### config.mk
export PLATFORM = sky130hd
export DESIGN_NAME = regfile_wb_scheduler
export DESIGN_NICKNAME = d
export VERILOG_FILES = /design/src/rtl/regfile_wb_scheduler.sv
export SDC_FILE = /design/constraint.sdc
export NUM_CORES = 1
export LEC_CHECK = 0
export CORE_UTILIZATION = 45
export CTS_BUF_LIST = sky130_fd_sc_hd__clkbuf_8
export CTS_CLUSTER_DIAMETER = 60
export DETAILED_ROUTE_END_ITERATION = 10
export PLACE_DENSITY_LB_ADDON = 0.05
export SLEW_MARGIN = 20
export SYNTH_ARGS = -nofsm -noshare
export SYNTH_HDL_FRONTEND = slang
export SYNTH_SLANG_ARGS = --single-unit
### constraint.sdc
create_clock -name clk -period 2.4 [get_ports clk]
set_clock_uncertainty 0.15 [all_clocks]
set_input_delay 0.48 -clock clk [delete_from_list [all_inputs] [get_ports clk]]
set_output_delay 0.48 -clock clk [all_outputs]
set_load 0.02 [all_outputs]
### src/rtl/regfile_wb_scheduler.sv
// Write-side scheduler: steers up to two writebacks per cycle into even/odd bank FIFOs
// and drains one write per bank per cycle. Optional REGFILE_WB_PENDING_EN adds pending_o.
module regfile_wb_scheduler #(
    parameter int unsigned WIDTH = 32,
    parameter int unsigned DEPTH = 2
) (
    input  logic             clk,
    input  logic             rst_n,
    input  logic             wb0_valid_i,
    output logic             wb0_ready_o,
    input  logic [4:0]       wb0_addr_i,
    input  logic [WIDTH-1:0] wb0_data_i,
    input  logic             wb1_valid_i,
    output logic             wb1_ready_o,
    input  logic [4:0]       wb1_addr_i,
    input  logic [WIDTH-1:0] wb1_data_i,
    output logic [4:0]       wa0_o,
    output logic [WIDTH-1:0] wd0_o,
    output logic             we0_o,
    output logic [4:0]       wa1_o,
    output logic [WIDTH-1:0] wd1_o,
    output logic             we1_o,
`ifdef REGFILE_WB_PENDING_EN
    output logic [31:0]      pending_o,
`endif
    output logic             idle_o
);

    localparam int unsigned PW = (DEPTH > 1) ? $clog2(DEPTH) : 1;
    localparam int unsigned CW = $clog2(DEPTH + 1);
    localparam int unsigned SW = CW + 1;

    logic [4:0]       addr_q [2][DEPTH];
    logic [4:0]       addr_d [2][DEPTH];
    logic [WIDTH-1:0] data_q [2][DEPTH];
    logic [WIDTH-1:0] data_d [2][DEPTH];
    logic [CW-1:0]    cnt_q  [2];
    logic [CW-1:0]    cnt_d  [2];
    logic [PW-1:0]    rd_q   [2];
    logic [PW-1:0]    rd_d   [2];
    logic [PW-1:0]    wr_q   [2];
    logic [PW-1:0]    wr_d   [2];
    logic [SW-1:0]    space  [2];

    logic          push0, push1, pop, bank;
    logic [PW-1:0] wp;
    logic [1:0]    npush;

    always_comb begin
        space = '{default: '0};
        for (int unsigned b = 0; b < 2; b++) begin
            space[1'(b)] = SW'(DEPTH) - SW'(cnt_q[1'(b)]) + SW'(cnt_q[1'(b)] != '0);
        end
    end

    assign wb0_ready_o = (space[0] >= SW'(1)) && (space[1] >= SW'(1));
    assign wb1_ready_o = (space[0] >= SW'(2)) && (space[1] >= SW'(2));

    // Register 0 writes finish the handshake but never occupy a FIFO slot.
    assign push0 = wb0_valid_i && wb0_ready_o && (wb0_addr_i != 5'd0);
    assign push1 = wb1_valid_i && wb1_ready_o && (wb1_addr_i != 5'd0);

    always_comb begin
        addr_d = addr_q;
        data_d = data_q;
        cnt_d  = cnt_q;
        rd_d   = rd_q;
        wr_d   = wr_q;
        wp     = '0;
        npush  = '0;
        pop    = 1'b0;
        bank   = 1'b0;
        for (int unsigned b = 0; b < 2; b++) begin
            bank  = 1'(b);
            wp    = wr_q[bank];
            npush = '0;
            // Channel 0 is older, so it takes the first free slot of a shared bank.
            if (push0 && (wb0_addr_i[0] == bank)) begin
                addr_d[bank][wp] = wb0_addr_i;
                data_d[bank][wp] = wb0_data_i;
                wp    = wp + PW'(1);
                npush = npush + 2'd1;
            end
            if (push1 && (wb1_addr_i[0] == bank)) begin
                addr_d[bank][wp] = wb1_addr_i;
                data_d[bank][wp] = wb1_data_i;
                wp    = wp + PW'(1);
                npush = npush + 2'd1;
            end
            pop         = (cnt_q[bank] != '0);
            wr_d[bank]  = wp;
            rd_d[bank]  = rd_q[bank] + PW'(pop);
            cnt_d[bank] = cnt_q[bank] + CW'(npush) - CW'(pop);
        end
    end

    always_ff @(posedge clk or negedge rst_n) begin
        if (!rst_n) begin
            addr_q <= '{default: '0};
            data_q <= '{default: '0};
            cnt_q  <= '{default: '0};
            rd_q   <= '{default: '0};
            wr_q   <= '{default: '0};
        end else begin
            addr_q <= addr_d;
            data_q <= data_d;
            cnt_q  <= cnt_d;
            rd_q   <= rd_d;
            wr_q   <= wr_d;
        end
    end

    assign we0_o  = (cnt_q[0] != '0);
    assign wa0_o  = addr_q[0][rd_q[0]];
    assign wd0_o  = data_q[0][rd_q[0]];
    assign we1_o  = (cnt_q[1] != '0);
    assign wa1_o  = addr_q[1][rd_q[1]];
    assign wd1_o  = data_q[1][rd_q[1]];
    assign idle_o = (cnt_q[0] == '0) && (cnt_q[1] == '0);

`ifdef REGFILE_WB_PENDING_EN
    logic [PW-1:0] off;

    // An entry is live when its distance from the read pointer is below the count.
    always_comb begin
        pending_o = '0;
        off       = '0;
        for (int unsigned b = 0; b < 2; b++) begin
            for (int unsigned i = 0; i < DEPTH; i++) begin
                off = PW'(i) - rd_q[1'(b)];
                if (CW'(off) < cnt_q[1'(b)]) begin
                    pending_o[addr_q[1'(b)][PW'(i)]] = 1'b1;
                end
            end
        end
        pending_o[0] = 1'b0;
    end
`endif

endmodule

# Yosys cells after proc, flatten, opt, wreduce, memory -nomap -nowiden
# Cells that the tools add are included.
# op_classes
bitwise	8
n_addsub	16
n_reduce_logical	21
mux	52
magnitude_cmp	14
# op_table
operator	n
32-bit 2-to-1 mux	10
64-bit bitwise mux	4
64-bit 2-to-1 mux	4
32-bit demux with 1-bit select	4
5-bit 2-to-1 mux	10
10-bit bitwise mux	4
10-bit 2-to-1 mux	4
5-bit demux with 1-bit select	4
1-bit logical AND	15
2-bit >= comparator (second input constant)	6
1-bit inverter with 2-bit output	6
5-bit nonzero test	2
2-bit by 1-bit < comparator with 1-bit output (second input constant)	4
3-bit by 1-bit adder with 3-bit output	2
3-bit by 1-bit >= comparator with 1-bit output (second input constant)	2
3-bit by 2-bit >= comparator with 1-bit output (second input constant)	2
1-bit 2-to-1 mux	6
2-bit by 2-bit subtractor with 3-bit output (first input constant)	2
1-bit adder (second input constant)	4
2-bit by 1-bit adder with 2-bit output (second input constant)	2
2-bit adder	2
2-bit logical NOT	2
2-bit 2-to-1 mux	2
2-bit nonzero test	2
other kinds (3)	6
# totals
register_bits	156
out_inout_bits	79
wordCells	125
inputBits	78

# Depth between registers and ports, before layout
# Gate-level depths: netlist (run 1).
# logic_depth
ltp_word	15
ltp_mapped	11

# Worst setup path after synthesis (run 1)
# Ideal clock, no wire load.
# synth_path
path_type	flip-flop to flip-flop
from	register cnt_q[3] (netlist bit)
to	register cnt_q[3] (netlist bit)
path_stages_with_launch	10
arrival_time_ns	2.063
path_slack_ns	0.063
setup_ns	0.125
path_cell_list	dfrtp_1 -> nor2_1 -> and4bb_1 -> ha_1 -> inv_1 -> ha_1 -> inv_1 -> ha_1 -> xor2_1 -> xnor2_1
# synth_rtl
element	line_no	source
start: declaration	37	logic [CW-1:0] cnt_q [2];
start signal: assignment	107	cnt_q <= cnt_d;

==> metrics, run 1 <==
status=completed; worst skew pair latency=~0.46 ns; CP Buf/Inv Count=3; clock root buffer=clkbuf_8; post-synth top area share=0.442; Top Ports=roughly 160; DRC viols=0; Worst-path clk slew=roughly 0.09 ns; Syn Area/Cell=14.3 um^2; Data arrival, critical path=roughly 2.6 ns; Placer Congestion=0.801; layout cells sized above 1=0.593; Period minus WS final=2.37 ns; Synth Register Bits=156; Hold Path Origin=wb1_addr_i[1]; cells after synthesis=618; WL per Instance=21.4 um; area of the multi-input gates=approximately 4700 um^2; Layout Nets=905; All-Layer GR Usage=0.245; sw frac=0.364; Rel. slew slack=0.660; setup slack at placement=-0.603 ns; initial DRC count=142; starting density of the core=0.466; CP Class=input pin to flop; Final Slew Violations=0; critical path, cell by cell=clkdlybuf4s50_1 > or4_4 > nand4_4 > buf_12 > nand3_4 > buf_4 > mux2_4; Seq/Total Area, Yosys=0.442; final worst slack=approximately 0.03 ns; Worst Hold End=addr_q[16]$_DFF_PN0_; DR vias/cell=5.33; Inserted Clock Buffers=17; Sequential Power Share=0.298; first-pass GRT wire length=approximately 37,000 um; slowest CP cell=or4_4; max frequency=422 MHz; DR vias=about 5,800; total stage count of the critical path=7; Syn. warnings=0; largest net degree at the start of global routing=49; Final Instance Area=11,500 um^2; Die X=142 um; crit path launch type=input pin; core area=19,000 um^2; # setup viols final=0; Antenna Violating Nets Remaining=0; Pwr per Cell Area=between 1000 and 1500 nW/um^2; post-route non-filler standard cell count=1,093; htree depth=4; register area=between 3000 and 4000 um^2; RR Endpoint=data_q[28]$_DFF_PN0_; Tcrit/Tclk final=0.987; peak supply drop=around 0.00063 V; Num Clock Sinks=156; Clock Tree Buf Depth=2; actual slew at the worst max-slew pin=approximately 0.51 ns; cell internal pwr=between 0.009 and 0.01 W; post-DP HPWL=roughly 16,000 um; routed wire length=23,400 um; Critical R2R Launch=cnt_q[3]$_DFF_PN0_; hold depth=3; router iterations before antenna repair=4; Area Overhead vs Synth=30.6%; library cells used by synthesis=39; Max-cap violations=0; initial antenna violation count=1; Rows=50; IO Port Bufs=156; CTS tree=yes; Worst setup EP type=flop; CP max FO=8; vias in the first global route=around 6,500; Final Util=0.609; unrepaired setup endpoints after global routing=true; Post-Syn Nets=between 700 and 800; Data required, critical path=2.59 ns; area leader, netlist=dfrtp_1; slowest cell delay on critical path=0.61 ns; combinational share of power=0.573; Post-Synthesis Cell Area=roughly 8800 um^2; Filler cells=1,551; total die area=20,200 um^2; DP Area=11,100 um^2; Hold Violations, Final=0; overflow left after global routing=0; HP Class=input pin to flop; Clk network pwr share=0.129; DIE HEIGHT=142 um; main area contributors after synthesis=dfrtp_1 (44%), mux2_2 (38%), mux2_4 (4.9%); Leak=just over 5 nW; Reg2Reg Depth=7; placed cells=1,047; Switch Pwr=0.00564 W; delay-heaviest family, CP=simple AND/OR/NAND/NOR gates; r2r setup slk=0.08 ns
## synthesized netlist by cell type
| master | count |
|---|---|
| mux2_1 | 27 |
| nand4_1 | 1 |
| a22o_2 | 1 |
| nor3_1 | 1 |
| inv_6 | 1 |
| and3_1 | 2 |
| nor2_1 | 4 |
| and4bb_1 | 1 |
| buf_1 | 3 |
| or3_1 | 1 |
| nand3_1 | 1 |
| mux2_2 | 298 |
| o21a_1 | 1 |
| ha_1 | 6 |
| buf_4 | 5 |
| or4_4 | 1 |
| buf_6 | 13 |
| mux2_4 | 29 |
| nand4_4 | 2 |
| o41ai_2 | 1 |
| dfrtp_1 | 156 |
| nand3_4 | 1 |
| nor4_1 | 6 |
| a21oi_1 | 4 |
| o21ai_1 | 1 |
| a21bo_2 | 1 |
| xnor2_1 | 4 |
| nor2b_1 | 1 |
| nand4_2 | 1 |
| nor4_2 | 1 |
| inv_1 | 8 |
| clkbuf_1 | 8 |
| a31oi_4 | 1 |
| nand2_1 | 3 |
| xor2_1 | 5 |
| or2_2 | 2 |
| mux2i_1 | 4 |
| buf_2 | 10 |
| nand3b_1 | 2 |
## cells by family after synthesis
kind of cell	synth area share
xor gates and xnor gates	0.00892
and+or+nand+nor	0.0273
adders and majority gates	0.00849
buffers and inverters	0.0355
DFF	0.442
muxes	0.468
AOI/OAI and AO/OA	0.0102
## tightest hold or removal path: cells and delay by family
kind	cells	cell delay (ns)
buffers and inverters	2	0.26
multiplexers	1	0.13
## worst max path at each step
stage | from | slack [ns] | endpoint
floorplan | cnt_q[3]$_DFF_PN0_ | 0.06 | cnt_q[3]$_DFF_PN0_
global placement | wb1_addr_i[1] | -0.53 | cnt_q[3]$_DFF_PN0_
detailed placement | wb1_addr_i[1] | -0.60 | cnt_q[3]$_DFF_PN0_
CTS | rd_q[0]$_DFF_PN0_ | -0.06 | wd1_o[8]
global route | rd_q[1]$_DFF_PN0_ | -0.03 | wd0_o[8]
finish | wb0_addr_i[2] | 0.03 | data_q[99]$_DFF_PN0_
## power by group through the flow
| stage | Clock [W] | Sequential (W) | Combinational (W) |
|---|---|---|---|
| 3_5_place_dp | 0 | 0.00465 | 0.00937 |
| 4_1_cts | 0.00206 | 0.00461 | 0.00889 |
| 3_3_place_gp | 0 | 0.00454 | 0.00914 |
| 6_report | 0.00200 | 0.00462 | 0.00887 |
| 5_1_grt | 0.00216 | 0.00479 | 0.00948 |
| 2_1_floorplan | 0 | 0.00442 | 0.00604 |
## sequential cells by signal, indices dropped and copies added (netlist names)
| register | cells |
|---|---|
| addr_q | 20 |
| cnt_q | 4 |
| data_q | 128 |
| rd_q | 2 |
| wr_q | 2 |
## metrics by stage
stage | hold slack (ns) | TNS, ns | total power (W)
global placement | 0.302 | -47.52 | 0.0137
global route | 0.263 | -0.318 | 0.0164
detailed placement | 0.305 | -51.76 | 0.0140
CTS | 0.329 | -0.0619 | 0.0156
floorplan | 0.0344 | 0 | 0.0105
finish | 0.294 | 0 | 0.0155
## routing by layer
layer  global-route usage  share of wire  vias to the layer above
met2                0.421           0.51                      125
met1                0.311           0.44                     2998
met3               0.0525          0.042                       22
met4               0.0673          0.011                        0
met5                    0              0                        -
li1                     -              -                     2679
## final cells by class
type	count	area share
diodes	1	0.000217
inverters	9	0.00358
clock buffers	17	0.0203
multi-input cells	414	0.407
flip-flops and latches	156	0.338
clock inverters	13	0.0133
well taps	260	0.0282
repair buffers	223	0.189
## cells in the final DEF, fill, tap and decap left out, types with 5 or more instances in the layout
master / Yosys / final
mux2_2: 298 / 298
dfrtp_1: 156 / 154
clkdlybuf4s50_1: 0 / 73
buf_4: 5 / 39
mux2_4: 29 / 29
mux2_1: 27 / 27
buf_2: 10 / 26
buf_12: 0 / 22
clkdlybuf4s15_1: 0 / 21
clkbuf_8: 0 / 17
clkbuf_2: 0 / 17
inv_1: 8 / 11
dlygate4sd2_1: 0 / 11
clkdlybuf4s15_2: 0 / 6
xor2_1: 5 / 5
ha_1: 6 / 5
## repair_timing
action                     4_1_cts  5_1_grt
gates cloned                     1        2
pin swaps                        2       10
setup buffers                    4        7
setup endpoints to repair      107      124
hold buffers                     1        0
gates resized for setup        178       64
hold endpoints to repair        43        0
Note: power is estimated with default switching activity, not from simulation.
==> run 2, diff against run 1 <==
==> constraint.sdc (replaced) <==
create_clock -name clk -period 2.9 [get_ports clk]
set_clock_uncertainty 0.15 [all_clocks]
set_input_delay 0.58 -clock clk [delete_from_list [all_inputs] [get_ports clk]]
set_output_delay 0.58 -clock clk [all_outputs]
set_load 0.02 [all_outputs]
==> run 2 against run 1 <==
Effect of this change:
- routed wire length shrank 6.6%
- register-to-register slack better by 0.36 ns
- sequential power is 18% lower
- highest routed layer unchanged
- total power fell by 16%
- sequential share of layout area grew 0.41 points
- via count shrank 3.2%
- final cell count decreased by 2.0%
- sequential cell count did not move
==> metrics, run 2 (synthesized netlist as in run 1, its figures left out) <==
Die X=142 um (unchanged); CP max FO=38 (+30); Hold Path Origin=addr_q[5]$_DFF_PN0_; CP Class=flop to output port; total die area=20,200 um^2 (unchanged); crit path launch type=flop; post-DP HPWL=14,700 um (-5.2%); Rows=50 (unchanged); Period minus WS final=2.82 ns; HP Class=flop to flop; Max-cap violations=0 (unchanged); DR vias=5,639 (-3.2%); worst skew pair latency=0.46 ns (about the same); DIE HEIGHT=142 um (unchanged); core area=19,000 um^2 (unchanged); vias in the first global route=6,361 (-2.3%); clock root buffer=clkbuf_8; Hold Violations, Final=0 (unchanged); initial DRC count=225 (+58%); Layout Nets=882 (-2.5%); Final Util=0.602 (-0.00733); max reg flops=128 (unchanged); actual slew at the worst max-slew pin=0.653 ns (+0.144 ns); # setup viols final=0 (unchanged); max frequency=355 MHz; Top Ports=157 (unchanged); Data arrival, critical path=2.09 ns (-0.47 ns); delay-heaviest family, CP=buffers and inverters; IO Port Bufs=156 (unchanged); initial antenna violation count=0 (-1); DR vias/cell=5.27 (-1.2%); Leak=4.89 nW (-4.6%); All-Layer GR Usage=0.232 (-0.0136); setup slack at placement=-0.206 ns (+0.397 ns); overflow left after global routing=0 (unchanged); largest net degree at the start of global routing=65 (+33%); Area Overhead vs Synth=29.0%; CTS tree=yes; Clock Tree Buf Depth=2 (unchanged); slowest CP cell=clkdlybuf4s50_1; placed cells=1,038 (-0.86%); router iterations before antenna repair=4 (unchanged); Tcrit/Tclk final=0.972; Critical R2R Launch=cnt_q[3]$_DFF_PN0_; hold depth=1 (-2); WL per Instance=20.4 um (-4.6%); routed wire length=21,800 um (-6.6%); Worst-path clk slew=0.09 ns (about the same); most common cell after layout, fill and taps aside=mux2_2; Placer Congestion=0.744 (-7.1%); status=completed; Worst setup EP type=output port; starting density of the core=0.466 (unchanged); Rel. slew slack=0.564 (-0.0959); top flop regs=data_q: 128 flops, addr_q: 20 flops, cnt_q: 4 flops; r2r setup slk=0.44 ns (+0.36 ns); # resized after CTS=0 (-100%); final worst slack=0.0804 ns (+0.0501 ns); Num Clock Sinks=156 (unchanged); unrepaired setup endpoints after global routing=false; peak supply drop=0.000693 V (+9.7%); most frequent cells in the layout=mux2_2 (298), clkdlybuf4s50_1 (155), dfrtp_1 (154), mux2_4 (29), mux2_1 (27); Inserted Clock Buffers=17 (unchanged); Data required, critical path=2.17 ns (-0.42 ns); total stage count of the critical path=3 (-4); Hold WS=0.336 ns (+0.0420 ns); Largest Register=data_q; RR Endpoint=data_q[84]$_DFF_PN0_; slowest cell delay on critical path=0.55 ns (-0.06 ns); Critical Path Start=rd_q[0]$_DFF_PN0_; layout cells sized above 1=0.518 (-0.0747); first-pass GRT wire length=35,100 um (-4.8%); post-route non-filler standard cell count=1,071 (-2.0%); Antenna Violating Nets Remaining=0 (unchanged); CP Buf/Inv Count=2 (-1); Final Slew Violations=0 (unchanged); Pwr per Cell Area=1130 nW/um^2 (-15%); Ant. Diodes=0 (-1); Reg2Reg Depth=5 (-2); critical path, cell by cell=buf_12 > mux2_2 > clkdlybuf4s50_1; htree depth=4 (unchanged); Worst Hold End=addr_q[5]$_DFF_PN0_; DRC viols=0 (unchanged); total power=0.0129 W (-16%); Filler cells=1,532 (-1.2%)
-- run 2: stage by stage --
| step | cell area, um^2 | TNS [ns] |
|---|---|---|
| 6_report | 11400 | 0 |
| 4_1_cts | 11400 | 0 |
| 3_3_place_gp | 11000 | -0.849 |
| 2_1_floorplan | 8840 | 0 |
| 3_5_place_dp | 11000 | -4.68 |
| 5_1_grt | 11400 | 0 |
-- run 2: timing repair --
action	CTS	global route
hold buffers	1	0
hold endpoints to repair	57	0
setup buffers	0	0
-- run 2: how the worst max path moves through the flow --
stage / end / slack (ns)
2_1_floorplan: addr_q[16]$_DFF_PN0_ / 0.47
3_3_place_gp: cnt_q[3]$_DFF_PN0_ / -0.11
3_5_place_dp: cnt_q[3]$_DFF_PN0_ / -0.21
4_1_cts: wa0_o[0] / 0.04
5_1_grt: wa0_o[0] / 0.009
6_report: wd1_o[15] / 0.08
-- run 2: metal layers --
metal	global-route usage	share of wire	vias to the layer above	wire, um
li1	-	-	2622	-
met1	0.291	0.44	2878	9600
met2	0.398	0.51	117	11100
met3	0.0454	0.032	22	705
met4	0.0770	0.017	0	377
met5	0	0	-	0
-- run 2: report_power, final --
group          leakage (nW)  total, W  switching, W  internal, W
Combinational          2.85   0.00757       0.00319      0.00438
Sequential             1.85   0.00380      0.000522      0.00328
Clock                 0.190   0.00156      0.000871     0.000694
Total                  4.89    0.0129       0.00458      0.00835
-- run 2: final cells by class --
class,count,area [um^2],area share
tap,260,325,0.0285
clock buffer,17,234,0.0205
multi-input combinational,414,4640,0.407
sequential,156,3910,0.343
clock inverter,15,138,0.0121
timing repair buffer,200,2120,0.186
inverter,9,38.8,0.00340
